`config.mk`:
```
export PLATFORM = sky130hd
export DESIGN_NAME = wb_cmd_master
export DESIGN_NICKNAME = d
export VERILOG_FILES = /design/src/rtl/wb_pkg.sv /design/src/rtl/wb_cmd_master.sv
export SDC_FILE = /design/constraint.sdc
export NUM_CORES = 1
export LEC_CHECK = 0
export ABC_AREA = 1
export BUFFER_PORTS_ARGS = -buffer_cell sky130_fd_sc_hd__buf_4
export CAP_MARGIN = 15
export CORE_MARGIN = 10
export CORE_UTILIZATION = 45
export DETAILED_ROUTE_END_ITERATION = 10
export PLACE_DENSITY = 0.77
export SYNTH_ARGS = -nofsm -noshare
export SYNTH_HDL_FRONTEND = slang
export SYNTH_SLANG_ARGS = --single-unit
```
`constraint.sdc`:
```
create_clock -name wb_clk_i -period 2 [get_ports wb_clk_i]
set_input_delay 0.1 -clock wb_clk_i [delete_from_list [all_inputs] [get_ports wb_clk_i]]
set_output_delay 0.1 -clock wb_clk_i [all_outputs]
set_load 0.05 [all_outputs]
```
`src/rtl/wb_pkg.sv`:
```
// Shared types and bus widths for the Wishbone command initiator.
package wb_pkg;

  localparam int WB_ADR_W = 32;
  localparam int WB_DAT_W = 32;
  localparam int WB_SEL_W = 4;

  typedef enum logic [1:0] {
    IDLE = 2'd0,
    BUS  = 2'd1,
    RESP = 2'd2
  } state_t;

endpackage

```
`src/rtl/wb_cmd_master.sv`:
```
// Wishbone classic (B4) single-beat initiator. It takes one command on a valid/ready port
// and returns one response, which carries either the read data or a timeout error.
module wb_cmd_master
  import wb_pkg::*;
#(
  parameter int TIMEOUT_CYCLES = 255,
  parameter int TO_W           = 8
) (
  input  logic                wb_clk_i,
  input  logic                wb_rst_n_i,
  input  logic                cmd_valid_i,
  output logic                cmd_ready_o,
  input  logic                cmd_we_i,
  input  logic [WB_ADR_W-1:0] cmd_adr_i,
  input  logic [WB_DAT_W-1:0] cmd_dat_i,
  input  logic [WB_SEL_W-1:0] cmd_sel_i,
  output logic                rsp_valid_o,
  input  logic                rsp_ready_i,
  output logic [WB_DAT_W-1:0] rsp_dat_o,
  output logic                rsp_err_o,
  output logic                wbm_cyc_o,
  output logic                wbm_stb_o,
  output logic                wbm_we_o,
  output logic [WB_SEL_W-1:0] wbm_sel_o,
  output logic [WB_ADR_W-1:0] wbm_adr_o,
  output logic [WB_DAT_W-1:0] wbm_dat_o,
  input  logic                wbm_ack_i,
  input  logic [WB_DAT_W-1:0] wbm_dat_i,
  output logic                busy_o
);

  state_t              r_state;
  logic [TO_W-1:0]     r_cnt;
  logic                r_cyc;
  logic                r_we;
  logic [WB_SEL_W-1:0] r_sel;
  logic [WB_ADR_W-1:0] r_adr;
  logic [WB_DAT_W-1:0] r_dat;
  logic                r_rsp_valid;
  logic                r_rsp_err;
  logic [WB_DAT_W-1:0] r_rsp_dat;

  logic [TO_W-1:0]     w_cnt_nxt;
  logic                w_timeout;

  // The counter holds the number of BUS cycles already completed. The abort fires on the
  // edge that closes cycle number TIMEOUT_CYCLES.
  assign w_cnt_nxt = r_cnt + TO_W'(1);
  assign w_timeout = (w_cnt_nxt == TO_W'(TIMEOUT_CYCLES));

  // These outputs are decoded only from the state or come straight from flops, so there is
  // no combinational path from any input to any output.
  assign cmd_ready_o = (r_state == IDLE);
  assign busy_o      = (r_state != IDLE);
  assign wbm_cyc_o   = r_cyc;
  assign wbm_stb_o   = r_cyc;
  assign wbm_we_o    = r_we;
  assign wbm_sel_o   = r_sel;
  assign wbm_adr_o   = r_adr;
  assign wbm_dat_o   = r_dat;
  assign rsp_valid_o = r_rsp_valid;
  assign rsp_err_o   = r_rsp_err;
  assign rsp_dat_o   = r_rsp_dat;

  // NOTE: all state updates use non-blocking assignments, so every branch reads the values
  // from before the edge. The async reset clears cyc/stb at once, even in the middle of a cycle.
  always_ff @(posedge wb_clk_i or negedge wb_rst_n_i) begin
    if (!wb_rst_n_i) begin
      r_state     <= IDLE;
      r_cnt       <= '0;
      r_cyc       <= 1'b0;
      r_we        <= 1'b0;
      r_sel       <= '0;
      r_adr       <= '0;
      r_dat       <= '0;
      r_rsp_valid <= 1'b0;
      r_rsp_err   <= 1'b0;
      r_rsp_dat   <= '0;
    end else begin
      case (r_state)
        IDLE: begin
          if (cmd_valid_i) begin
            r_we    <= cmd_we_i;
            r_adr   <= cmd_adr_i;
            r_dat   <= cmd_dat_i;
            r_sel   <= cmd_sel_i;
            r_cyc   <= 1'b1;
            r_cnt   <= '0;
            r_state <= BUS;
          end
        end

        BUS: begin
          r_cnt <= w_cnt_nxt;
          // If ack and timeout fall on the same edge, ack is checked first and wins.
          if (wbm_ack_i) begin
            r_cyc       <= 1'b0;
            r_rsp_valid <= 1'b1;
            r_rsp_err   <= 1'b0;
            r_rsp_dat   <= r_we ? '0 : wbm_dat_i;
            r_state     <= RESP;
          end else if (w_timeout) begin
            r_cyc       <= 1'b0;
            r_rsp_valid <= 1'b1;
            r_rsp_err   <= 1'b1;
            r_rsp_dat   <= '0;
            r_state     <= RESP;
          end
        end

        RESP: begin
          if (rsp_ready_i) begin
            r_rsp_valid <= 1'b0;
            r_rsp_err   <= 1'b0;
            r_rsp_dat   <= '0;
            r_state     <= IDLE;
          end
        end

        default: r_state <= IDLE;
      endcase
    end
  end

endmodule

```
==> metrics.yaml <==
status:
  outcome: "finished clean"
logic_synthesis:
  ys_types: 23
  ys_seq_elements: 114
  synth_area_leader_cell: "dfrtp_1"
  synth_top_cells_by_area: "dfrtp_1, mux2_2, nand2_1"
  synth_cells: 451
  synth-seq-area-share_pct: 58.9
  yosysWarnings: 0
  netlist.area_leader.share_pct: 58.9
  synth.avg_cell_area_sq_um: 10.7
  postSynthNetCount: 559
  netlist_area_sq_um: 4840
finish:
  multi_input_area_sq_um: 1720
  final_util_pct: 78.7
  layout_commonest_cell: "buf_4"
  seq_area_sq_um: 2850
  final_cell_mix: "buf_4, dfrtp_1, dlygate4sd3_1, nand2_1, mux2_2"
  fillers: 626
  final_area_sq_um: 8200
  fin_nets: 885
  drive_gt1_share_pct: 42.6
  area_growth_pct: 69.3
grt:
  grt_pass1_wl_um: 26400
  antenna_found_initial: 1
  grt_max_degree: 60
  grt_use_total_pct: 22.2
  grt.overflow.total: 0
  first_global_vias: 4956
drt:
  dr.first_iter.drc_count: 343
  drc_errors: 0
  via_count: 4601
  ant_nets: 0
  wl_per_cell_um: 18.7
  drtPass1Iterations: 5
  wl_um: 17200
  avgViaCountPerCell: 4.98
cts:
  cts_max_level: 4
  path_clk_slew_ns: 0.05
  cts_buffers: 17
  clock_sinks: 114
  cts_buffer_depth: 2
  cts_root_buffer: "clkbuf_8"
  insertion_delay_ns: 0.52
  cts_tree: "done"
critical_path:
  path_max_fanout: 8
  crit_type: "reg -> reg"
  rr_startpoint: "r_cnt[1]$_DFFE_PN0P_"
  slowest_stage: "dfrtp_1"
  crit_top_cell: "nand2_1"
  rrSetupSlack_ns: 0.05
  worst_ep_required_time_ns: 2.40
  r2r_end: "rsp_dat_o[18]$_DFFE_PN0P_"
  cp.arrival_ns: 2.35
  slowest_delay_ns: 0.43
  path_cells: "ha_2 -> nand3_1 -> o21ai_1 -> nand2_1 -> nor2_1 -> nand2_1 -> nand2_4 -> nand3_2 -> nand2_1 -> nand2_1"
  rr_worst_depth: 10
  cp_top_family: "simple AND/OR/NAND/NOR gates"
  cp-end-kind: "flop"
  cp-start-kind: "flop"
  crit_buf_inv: 0
pwr:
  power_leakage_uw: 0.00421
  netSwitchingFraction_pct: 49.2
  ir_drop_v: 0.00120
  combPwrFrac_pct: 56.3
  p_sw_uw: 7570
  intPower_uw: 7820
  p_seq_share_pct: 26.3
  p_clk_share_pct: 17.4
  cellPowerDensity_nw_per_um2: 1880
min_path:
  hold_class: "in -> reg"
  hold_path.startpoint: "cmd_valid_i"
  whs_path_depth: 3
  holdPathEnd: "wbm_cyc_o$_DFFE_PN0P_"
sta:
  rsz0062_at_grt: "yes"
  finalCritPeriodShare_pct: 97.6
  slew_headroom_pct: 72.9
  hold_viol_final: 0
  drv_slew: 0
  fin_skew_ns: 0.00670
  worstMarginPinSlew_ns: 0.406
  setup-violations-final: 0
  max_freq_mhz: 512
  min_period_ns: 1.95
placement:
  port_buffers: 212
  placed_area_sq_um: 6580
  place_congestion: 0.867
  post-dp-hpwl_um: 10800
run:
  maxCapViolations: 0
die:
  ios: 213
  die_h_um: 124
  die-area_sq_um: 15300
  coreArea_sq_um: 10400
  start_util_pct: 46.5
  fp.dieW_um: 124
  row_count: 37
==> logic make-up after synthesis <==
group	after synthesis	share of synthesized area [%]
fa+ha+maj	2	0.517
compound gates	10	1.14
buf+inv	69	6.41
mux	68	15.8
xor+xnor	1	0.181
simple gates	187	17.0
flops	114	58.9
==> worst reg2reg max path: stages (launching register included) <==
cell and delay [ns]:
dfrtp_1 0.43, ha_2 0.23, nand3_1 0.13, o21ai_1 0.15, nand2_1 0.09, nor2_1 0.11, nand2_1 0.09, nand2_4 0.14
nand3_2 0.28, nand2_1 0.15, nand2_1 0.06
==> registers in the layout, indices dropped and copies added (netlist names) <==
register     cells
r_state          2
wbm_sel_o        4
rsp_dat_o       32
wbm_we_o         1
wbm_cyc_o        1
rsp_valid_o      1
wbm_dat_o       32
r_cnt            8
rsp_err_o        1
wbm_adr_o       32
==> worst max path at each step <==
| stage | startpoint | slack, ns | end | cells past startpoint |
|---|---|---|---|---|
| final | r_cnt[1]$_DFFE_PN0P_ | 0.05 | rsp_dat_o[18]$_DFFE_PN0P_ | 10 |
| after global routing | r_cnt[0]$_DFFE_PN0P_ | -0.07 | wbm_cyc_o$_DFFE_PN0P_ | 12 |
| after CTS | r_cnt[0]$_DFFE_PN0P_ | 0.1 | rsp_dat_o[22]$_DFFE_PN0P_ | 10 |
| after detailed placement | r_cnt[0]$_DFFE_PN0P_ | -0.05 | rsp_dat_o[22]$_DFFE_PN0P_ | 10 |
| after global placement | r_cnt[0]$_DFFE_PN0P_ | 0.07 | rsp_dat_o[29]$_DFFE_PN0P_ | 11 |
| after floorplan | r_state[1]$_DFFE_PN0P_ | 0.22 | wbm_adr_o[25]$_DFFE_PN0P_ | 5 |
==> cell type report <==
type / count / area share [%]
Sequential cell: 114 / 34.8
Timing Repair Buffer: 330 / 33.7
Multi-Input combinational cell: 271 / 21.0
Clock buffer: 22 / 5.65
Tap cell: 136 / 2.08
Inverter: 43 / 1.97
Clock inverter: 7 / 0.733
Antenna cell: 1 / 0.0305
==> cells in the mapped netlist <==
library cell and n:
nand3_1 8, o21ai_1 1, buf_4 4, o22ai_1 4, clkbuf_1 8, a21oi_1 1
inv_2 1, nor2_2 2, buf_6 3, o21ai_0 4, buf_2 11, nand2_1 100
nor2_1 41, inv_1 42, ha_1 2, dfrtp_1 114, or2_2 1, nand2_2 1
nand4_1 32, mux2_2 68, xor2_1 1, nand2_4 1, nand3_4 1
==> timing repair <==
action | in CTS | in global routing
hold buffers | 103 | 0
gates resized for setup | 1 | 4
hold endpoints to repair | 216 | 0
setup buffers | 0 | 2
cloned | 1 | 2
setup endpoints to repair | 10 | 34
==> power by group through the flow <==
stage	logic, uW	clock network (uW)	registers (uW)
floorplan	2110	0	7550
global placement	8170	0	3960
detailed placement	8320	0	4020
CTS	8550	2730	4000
global route	9080	2850	4160
finish	8670	2680	4040
==> metrics by stage <==
| step | setup WS (ns) | hold slack (ns) | power, uW | setup TNS [ns] | instances |
|---|---|---|---|---|---|
| floorplan | 0.219 | -0.196 | 9650 | 0 | 451 |
| global placement | 0.0738 | 0.0355 | 12100 | 0 | 786 |
| detailed placement | -0.0476 | 0.0382 | 12300 | -0.122 | 786 |
| CTS | 0.0970 | 0.00997 | 15300 | 0 | 919 |
| global route | -0.0710 | 0.0567 | 16100 | -0.976 | 924 |
| finish | 0.0482 | 0.0278 | 15400 | 0 | 924 |
==> metal layers <==
| layer | global-route usage (%) | wire, um |
|---|---|---|
| met1 | 24.2 | 6270 |
| met2 | 37.9 | 8690 |
| met3 | 9.91 | 1890 |
| met4 | 6.84 | 381 |
| met5 | 0 | 0 |
Power figures use the tool's default switching activity.
